### src/rtl/ff_bank_pkg.sv
// Shared mode encoding and the per-channel next-state rule for the multimode flip-flop bank.
package ff_bank_pkg;

  typedef enum logic [1:0] {
    MODE_T  = 2'b00,
    MODE_D  = 2'b01,
    MODE_JK = 2'b10,
    MODE_SR = 2'b11
  } mode_e;

  // a_e/b_e are the (optionally edge-qualified) inputs; a_lvl is the raw synchronised level used by D.
  function automatic logic ch_next(input mode_e mode, input logic q, input logic a_e,
                                   input logic b_e, input logic a_lvl);
    logic n;
    n = q;
    case (mode)
      MODE_T:  n = a_e ? ~q : q;
      MODE_D:  n = a_lvl;
      MODE_JK: begin
        case ({a_e, b_e})
          2'b10:   n = 1'b1;
          2'b01:   n = 1'b0;
          2'b11:   n = ~q;
          default: n = q;
        endcase
      end
      MODE_SR: begin
        case ({a_e, b_e})
          2'b10:   n = 1'b1;
          2'b01:   n = 1'b0;
          default: n = q;  // S=R=1 is illegal and holds; flagged separately
        endcase
      end
      default: n = q;
    endcase
    return n;
  endfunction

endpackage

### src/rtl/ff_sync.sv
// Single-bit synchroniser of configurable depth with asynchronous reset to 0; DEPTH=0 is a wire.
module ff_sync #(
  parameter int DEPTH = 2
) (
  input  logic clk,
  input  logic rst_n,
  input  logic d,
  output logic q
);

  generate
    if (DEPTH == 0) begin : g_bypass
      assign q = d;
    end else begin : g_sync
      logic [DEPTH-1:0] stg;

      // NOTE: sequential state uses non-blocking assignments so every stage samples the old value.
      always_ff @(posedge clk or negedge rst_n) begin
        if (!rst_n) begin
          stg <= '0;
        end else begin
          stg[0] <= d;
          for (int i = 1; i < DEPTH; i++) stg[i] <= stg[i-1];
        end
      end

      assign q = stg[DEPTH-1];
    end
  endgenerate

endmodule

### src/rtl/multimode_ff_bank.sv
// Bank of CH flip-flop channels sharing a T/D/JK/SR mode, with synchronised inputs,
// optional rising-edge qualification, parallel load, sticky SR-illegal flag and change counter.
module multimode_ff_bank
  import ff_bank_pkg::*;
#(
  parameter int CH          = 4,
  parameter int SYNC_STAGES = 2,
  parameter int CNT_W       = 8
) (
  input  logic             clk,
  input  logic             rst_n,
  input  logic [1:0]       mode,
  input  logic             edge_en,
  input  logic [CH-1:0]    a,
  input  logic [CH-1:0]    b,
  input  logic             load,
  input  logic [CH-1:0]    load_val,
  input  logic             clr_err,
  output logic [CH-1:0]    q,
  output logic [CH-1:0]    qbar,
  output logic             err,
  output logic [CNT_W-1:0] chg_cnt
);

  localparam logic [CNT_W-1:0] CNT_MAX = '1;

  logic [CH-1:0] a_s, b_s, a_p, b_p, a_e, b_e, q_next;
  logic          err_set;
  mode_e         mode_q;

  for (genvar i = 0; i < CH; i++) begin : g_ch_sync
    ff_sync #(.DEPTH(SYNC_STAGES)) u_sync_a (.clk(clk), .rst_n(rst_n), .d(a[i]), .q(a_s[i]));
    ff_sync #(.DEPTH(SYNC_STAGES)) u_sync_b (.clk(clk), .rst_n(rst_n), .d(b[i]), .q(b_s[i]));
  end

  // Edge history tracks the synchronised inputs continuously, independent of mode/edge_en.
  always_ff @(posedge clk or negedge rst_n) begin
    if (!rst_n) begin
      a_p <= '0;
      b_p <= '0;
    end else begin
      a_p <= a_s;
      b_p <= b_s;
    end
  end

  assign mode_q = mode_e'(mode);
  assign a_e    = edge_en ? (a_s & ~a_p) : a_s;
  assign b_e    = edge_en ? (b_s & ~b_p) : b_s;

  // NOTE: every signal driven in always_comb gets a default first, so no path can infer a latch.
  always_comb begin
    q_next = q;
    for (int i = 0; i < CH; i++) begin
      q_next[i] = load ? load_val[i] : ch_next(mode_q, q[i], a_e[i], b_e[i], a_s[i]);
    end
  end

  assign err_set = (mode_q == MODE_SR) && !load && |(a_e & b_e);

  always_ff @(posedge clk or negedge rst_n) begin
    if (!rst_n) begin
      q       <= '0;
      err     <= 1'b0;
      chg_cnt <= '0;
    end else begin
      q <= q_next;
      if (err_set)      err <= 1'b1;  // a new illegal event outranks a same-cycle clear
      else if (clr_err) err <= 1'b0;
      if ((q_next != q) && (chg_cnt != CNT_MAX)) chg_cnt <= chg_cnt + 1'b1;
    end
  end

  assign qbar = ~q;

endmodule

### config.mk
export PLATFORM = sky130hd
export DESIGN_NAME = multimode_ff_bank
export DESIGN_NICKNAME = d
export VERILOG_FILES = /design/src/rtl/ff_bank_pkg.sv /design/src/rtl/ff_sync.sv /design/src/rtl/multimode_ff_bank.sv
export SDC_FILE = /design/constraint.sdc
export NUM_CORES = 1
export LEC_CHECK = 0
export ABC_AREA = 1
export CAP_MARGIN = 30
export CORE_MARGIN = 5
export CORE_UTILIZATION = 40
export DETAILED_ROUTE_END_ITERATION = 10
export SLEW_MARGIN = 25
export SYNTH_ARGS = -nofsm -noshare
export SYNTH_HDL_FRONTEND = slang
export SYNTH_SLANG_ARGS = --single-unit
### constraint.sdc
create_clock -name clk -period 2.1 [get_ports clk]
set_input_delay 0.315 -clock clk [delete_from_list [all_inputs] [get_ports clk]]
set_output_delay 0.315 -clock clk [all_outputs]
set_load 0.01 [all_outputs]
== Yosys cells after proc, flatten, opt, wreduce, memory -nomap -nowiden ==
Index checks and enable logic that the tools add are counted.

* Output and inout bits: 17
* Bits in registers: 37
* Input port bits: 19
* Word-level logic and storage cells: 72

* Mux-type cells: 24
* Add/subtract/negate cells: 1
* Equal/unequal tests: 17
* Bitwise gates (word level): 10
* Reductions and logical operators: 7

{| class="wikitable"
|+ Operator list
! operator !! number
|-
| $eq A2 B2 Y1 const B || 10
|-
| $pmux W1 S4 || 4
|-
| $and A4 B4 Y4 || 3
|-
| $not A4 Y4 || 3
|-
| $pmux W1 S3 || 4
|-
| $eq A2 B1 Y1 const B || 5
|-
| $mux W1 || 10
|-
| $add A8 B1 Y8 const B || 1
|-
| $mux W4 || 2
|-
| $ne A8 B8 Y1 const B || 1
|-
| $pmux W1 S2 || 4
|-
| $ne A4 B4 Y1 || 1
|-
| $not A1 Y1 || 4
|-
| $reduce_or A4 Y1 || 1
|-
| $logic_and A1 B1 Y1 || 3
|-
| $logic_not A2 Y1 || 1
|-
| $reduce_bool A2 Y1 || 1
|-
| $logic_not A1 Y1 || 1
|}

== Longest topological paths before layout ==
* Word-level depth: 9
* Mapped depth: 18
* Depth with buffers taken out: 17

== Modules after synthesis ==
Synthesis repeated with hierarchy kept, for this count alone.

* Cells, all modules: 207
* Area total of the unflattened synthesis: 1752.9 µm²

{| class="wikitable"
|+ By module, submodules not included
! module !! seq. area each (µm²) !! cells an instance !! area each (µm²) !! instances
|-
| multimode_ff_bank || 525.5 || 191 || 1352.5 || 1
|-
| ff_sync || 50.0 || 2 || 50.0 || 8
|}

== Least setup slack after synthesis ==
OpenSTA, ideal clock, no wires.

* Kind: input to register
* From: input edge_en
* To: register chg_cnt[6]
* Arrival: 1774 ps
* Slack: 260 ps
* Stages on the path: 18
* Path buffers: 1
* Cell sequence: buf_6 nand2_2 nand2_1 inv_1 ha_1 nor2_1 nor2_1 nand2_1 nand2_1 nand2_1 nand2_2 nand2_1 nand2_1 nor2_2 nand2_4 nand2_4 nand2_1 nand2_1

* Longest elaborated chain between the ends: 7
* Elaborated cells between the ends (all ways): 36

{| class="wikitable"
|+ RTL lines
! element !! line !! source
|-
| from (decl) || multimode_ff_bank.sv:13 || <nowiki>input logic edge_en,</nowiki>
|-
| $mux W4 (on tied branches) || multimode_ff_bank.sv:49, multimode_ff_bank.sv:48 ||
|-
| $eq A2 B2 Y1, or another cell as far along || ff_bank_pkg.sv:20 || <nowiki>case ({a_e, b_e})</nowiki>
|-
| $pmux W1 S3 or $pmux W1 S2 (tied branches) || ff_bank_pkg.sv:20, ff_bank_pkg.sv:28 ||
|-
| $pmux W1 S4 (*) || ff_bank_pkg.sv:16 || <nowiki>case (mode)</nowiki>
|-
| $mux W1 (*) || multimode_ff_bank.sv:55 || <nowiki>q_next[i] = load ? load_val[i] : ch_next(mode_q, q[i], a_e[i], b_e[i], a_s[i]);</nowiki>
|-
| via q_next[2] || multimode_ff_bank.sv:27 || <nowiki>logic [CH-1:0] a_s, b_s, a_p, b_p, a_e, b_e, q_next;</nowiki>
|-
| $ne A4 B4 Y1 (*) || multimode_ff_bank.sv:70 || <nowiki>if ((q_next != q) && (chg_cnt != CNT_MAX)) chg_cnt <= chg_cnt + 1'b1;</nowiki>
|-
| $logic_and A1 B1 Y1 (*) || multimode_ff_bank.sv:70 ||
|-
| to (signal assigned) || multimode_ff_bank.sv:70 ||
|-
| to (decl) || multimode_ff_bank.sv:22 || <nowiki>output logic [CNT_W-1:0] chg_cnt</nowiki>
|}

The timed path passes the listed nets; every way through them passes the cells marked *.
A chain may end at the register's enable or synchronous reset.

== Final worst setup path ==
* From: register b_p[3]
* To: register chg_cnt[7]

* Longest elaborated chain between the ends: 9
* Elaborated cells between the ends (all ways): 12

{| class="wikitable"
|+ RTL lines
! element !! line !! source
|-
| from (decl) || multimode_ff_bank.sv:27 ||
|-
| from (signal assigned) || multimode_ff_bank.sv:43 || <nowiki>b_p <= b_s;</nowiki>
|-
| $not A4 Y4 (*) || multimode_ff_bank.sv:49 || <nowiki>assign b_e = edge_en ? (b_s & ~b_p) : b_s;</nowiki>
|-
| $and A4 B4 Y4 (*) || multimode_ff_bank.sv:49 ||
|-
| $mux W4 (*) || multimode_ff_bank.sv:49 ||
|-
| $eq A2 B2 Y1, or another cell as far along || ff_bank_pkg.sv:20 ||
|-
| $pmux W1 S3 or $pmux W1 S2 (tied branches) || ff_bank_pkg.sv:20, ff_bank_pkg.sv:28 ||
|-
| $pmux W1 S4 (*) || ff_bank_pkg.sv:16 ||
|-
| $mux W1 (*) || multimode_ff_bank.sv:55 ||
|-
| via q_next[3] || multimode_ff_bank.sv:27 ||
|-
| $ne A4 B4 Y1 (*) || multimode_ff_bank.sv:70 ||
|-
| $logic_and A1 B1 Y1 (*) || multimode_ff_bank.sv:70 ||
|}

Marked as above.

==> impl_metrics.py <==
metrics = {
    "grt": {
        "antenna_found_initial": 0,
        "track_usage": 0.148,
        "grt_use_met2": 0.232,
        "grt_max_degree": 25,
        "grt_use_met3": 0.0402,
        "gr-total-overflow": 0,
        "busiest_layer": "met2",
        "met1_usage": 0.197,
        "grt_pass1_wl_microns": 7000,
        "grt_pass1_vias": 1483,
    },
    "die": {
        "die_x_microns": 76.2,
        "io-pin-count": 36,
        "fp-row-count": 24,
        "die_y_microns": 76.2,
        "coreArea_sq_um": 4290,
        "die_area_sq_um": 5810,
        "start_util": 0.408,
    },
    "worst_hold_path": {
        "hold_path_class": "in -> async",
    },
    "setup_path": {
        "r2r_start": "b_p[3]",
        "cp-end-kind": "register",
        "cp.required_ps": 2320,
        "start_kind": "register",
        "rr_worst_depth": 16,
        "rrSetupSlack_ps": 170,
        "critical_path_class": "reg -> reg",
        "rr_endpoint": "chg_cnt[7]",
        "cp.arrival_ps": 2150,
        "worstPathMaxFanout": 8,
    },
    "clock_network": {
        "clkTransAtPathRegs_ps": 80,
        "clk_latency_ps": 290,
        "cts_sinks": 37,
        "numCtsBuffers": 5,
        "cts_buffer_depth": 2,
        "ctsHoldBuffers": 0,
        "root_buffer": "clkbuf_8",
        "cts_tree": "done",
        "cts_htree_levels": 2,
    },
    "finish": {
        "final_common_cell": "nand2_1",
        "fillers": 390,
        "nets": 300,
        "drive_gt1_frac": 0.221,
        "fin_cells": 328,
        "layout_common_cells": "nand2_1 (69), dfrtp_1 (37), clkdlybuf4s50_1 (33)",
        "syn_to_final_growth_pct": 43.2,
        "diodes": 0,
    },
    "timing": {
        "fin_tns_setup_ps": 0,
        "worstMarginPinSlew_ps": 536,
        "setup_viol": 0,
        "slew_headroom": 0.643,
        "fmax_mhz": 519,
        "skew_ps": 10.0,
        "period_share": 0.918,
        "holdWs_ps": -2.95,
        "drv_slew": 0,
        "hold_viol_final": 7,
        "post-route-min-period_ps": 1930,
    },
    "power_and_ir_drop": {
        "p_int_w": 0.00145,
        "power_leakage_nw": 1.28,
        "combPwrFrac": 0.313,
        "p_clk_frac": 0.257,
        "switching_share": 0.314,
        "vdd_drop_max_v": 0.000734,
        "seqPwrFrac": 0.431,
        "power.switching_w": 0.000665,
        "power.density_nw_per_um2": 843,
    },
    "placement": {
        "port_buffers": 35,
        "dp_cells": 313,
        "hpwlAfterDp_microns": 2880,
        "gp_congestion": 0.801,
    },
    "synth": {
        "synth_top_family_by_area": "simple AND/OR/NAND/NOR gates",
        "syn_inst": 207,
        "synth-compound-area-share": 0.0471,
        "ys_seq_elements": 37,
        "synthMuxAreaShare": 0,
        "avgSynthCellArea_sq_um": 8.47,
        "yosys.area_share.adder": 0.0428,
        "synth-simple-area-share": 0.309,
        "yosys_warnings": 0,
        "synth_top_area_share": 0.528,
        "yosys.area.top_type": "dfrtp_1",
        "synth.net_count": 232,
        "ys_top_cells_by_area": "dfrtp_1 (53%), nand2_1 (16%), nand3_1 (6.3%)",
        "synthDistinctLibCells": 23,
        "synth_area_sq_um": 1750,
        "ys_seq_area_frac": 0.528,
        "yosys.area_share.xor_xnor": 0.0300,
    },
    "detailed_routing": {
        "dr.pass1.iters": 4,
        "via_count": 1548,
        "drc_errors": 0,
        "avgViaCountPerCell": 4.72,
        "wl_per_cell_microns": 12.5,
        "postRouteAntennaNets": 0,
        "wirelength_microns": 4090,
        "drt_first_iter_violations": 98,
    },
    "run_status": {
        "status": "finished with violations",
        "violations": "hold timing",
    },
    "run": {
        "drv_cap": 0,
    },
}
==> through the flow <==
step | power, W | setup WS, ps | instance area (sq um) | hold WS, ps | utilization
after floorplan | 0.00124 | 260 | 1750 | 19.4 | -
final | 0.00212 | 172 | 2510 | -2.95 | 0.584
after CTS | 0.00210 | 53.3 | 2410 | 10.7 | 0.560
after global placement | 0.00154 | -466 | 2310 | 317 | 0.537
after detailed placement | 0.00155 | -503 | 2310 | 322 | 0.537
after global routing | 0.00226 | -8.71 | 2510 | 46.5 | 0.584
==> synth_stat cells (all sizes together) <==
library cell / instances
nor2: 17
nor3b: 1
nor3: 1
ha: 6
nand3: 22
buf: 1
a21oi: 9
inv: 16
and2: 2
xor2: 6
o21ai: 5
dfrtp: 37
clkbuf: 1
nand2: 81
o32ai: 1
nor4: 1
==> per-layer routing <==
layer | vias up | wire length, microns
met4 | 0 | 63
met2 | 36 | 1940
li1 | 789 | -
met3 | 7 | 212
met1 | 716 | 1880
met5 | - | 0
==> flip-flops by register name, summed over array words and instances, names as in the netlist <==
name and flops:
a_p 4, b_p 4, chg_cnt 8, err 1, g_ch_sync.u_sync_a.g_sync.stg 8, g_ch_sync.u_sync_b.g_sync.stg 8
q 4
==> worst max-delay path, stage by stage (launching register included) <==
cell     delay, ps
dfrtp_1        340
nand2_1         80
and2_1         150
ha_1           290
nor2_1         100
nor2_1          50
nand2_1         60
nand2_1         60
nand2_2         60
nand2_1         60
nand2_1         70
nand2_2         70
nor2_4         150
nand2_4        110
nand2_8         90
nand2_1         60
nand2_1         60
==> cell families after synthesis <==
kind of cell | count (synthesis)
flip-flops | 37
adder cells (fa/ha/maj) | 6
AO/OA/AOI/OAI | 15
XOR/XNOR | 6
AND/OR/NAND/NOR | 125
buffers and inverters | 18
==> worst max path at each step <==
stage,cells after the start,to,from,slack [ps]
3_3_place_gp,18,chg_cnt[1],edge_en,-470
5_1_grt,16,chg_cnt[2],g_ch_sync[2].u_sync_b.g_sync.stg[1],-9
2_1_floorplan,18,chg_cnt[6],edge_en,260
4_1_cts,18,chg_cnt[7],edge_en,50
6_report,16,chg_cnt[7],b_p[3],170
3_5_place_dp,18,chg_cnt[7],edge_en,-500
==> power groups by stage <==
stage	logic, W	clock network [W]	registers, W
after floorplan	0.000302	0	0.000934
after global placement	0.000618	0	0.000925
after detailed placement	0.000626	0	0.000925
after CTS	0.000631	0.000559	0.000912
after global routing	0.000741	0.000588	0.000930
final	0.000662	0.000543	0.000911
==> final cells by class <==
type / count / area [sq um] / area share
sequential: 37 / 926 / 0.369
multi-input combinational: 153 / 815 / 0.325
clock buffer: 7 / 96.3 / 0.0384
timing repair buffer: 62 / 543 / 0.216
clock inverter: 1 / 5.00 / 0.00199
inverter: 16 / 60.1 / 0.0239
tap: 52 / 65.1 / 0.0259
==> timing repair <==
| action | CTS | global route |
|---|---|---|
| resized for setup | 1 | 18 |
| gates cloned | 0 | 1 |
| endpoints found under the setup margin | 8 | 8 |
| pin swaps | 0 | 3 |
| hold endpoints to repair | 0 | 0 |
| buffers inserted | 0 | 6 |
No activity file was read; power rests on OpenSTA's default activity.
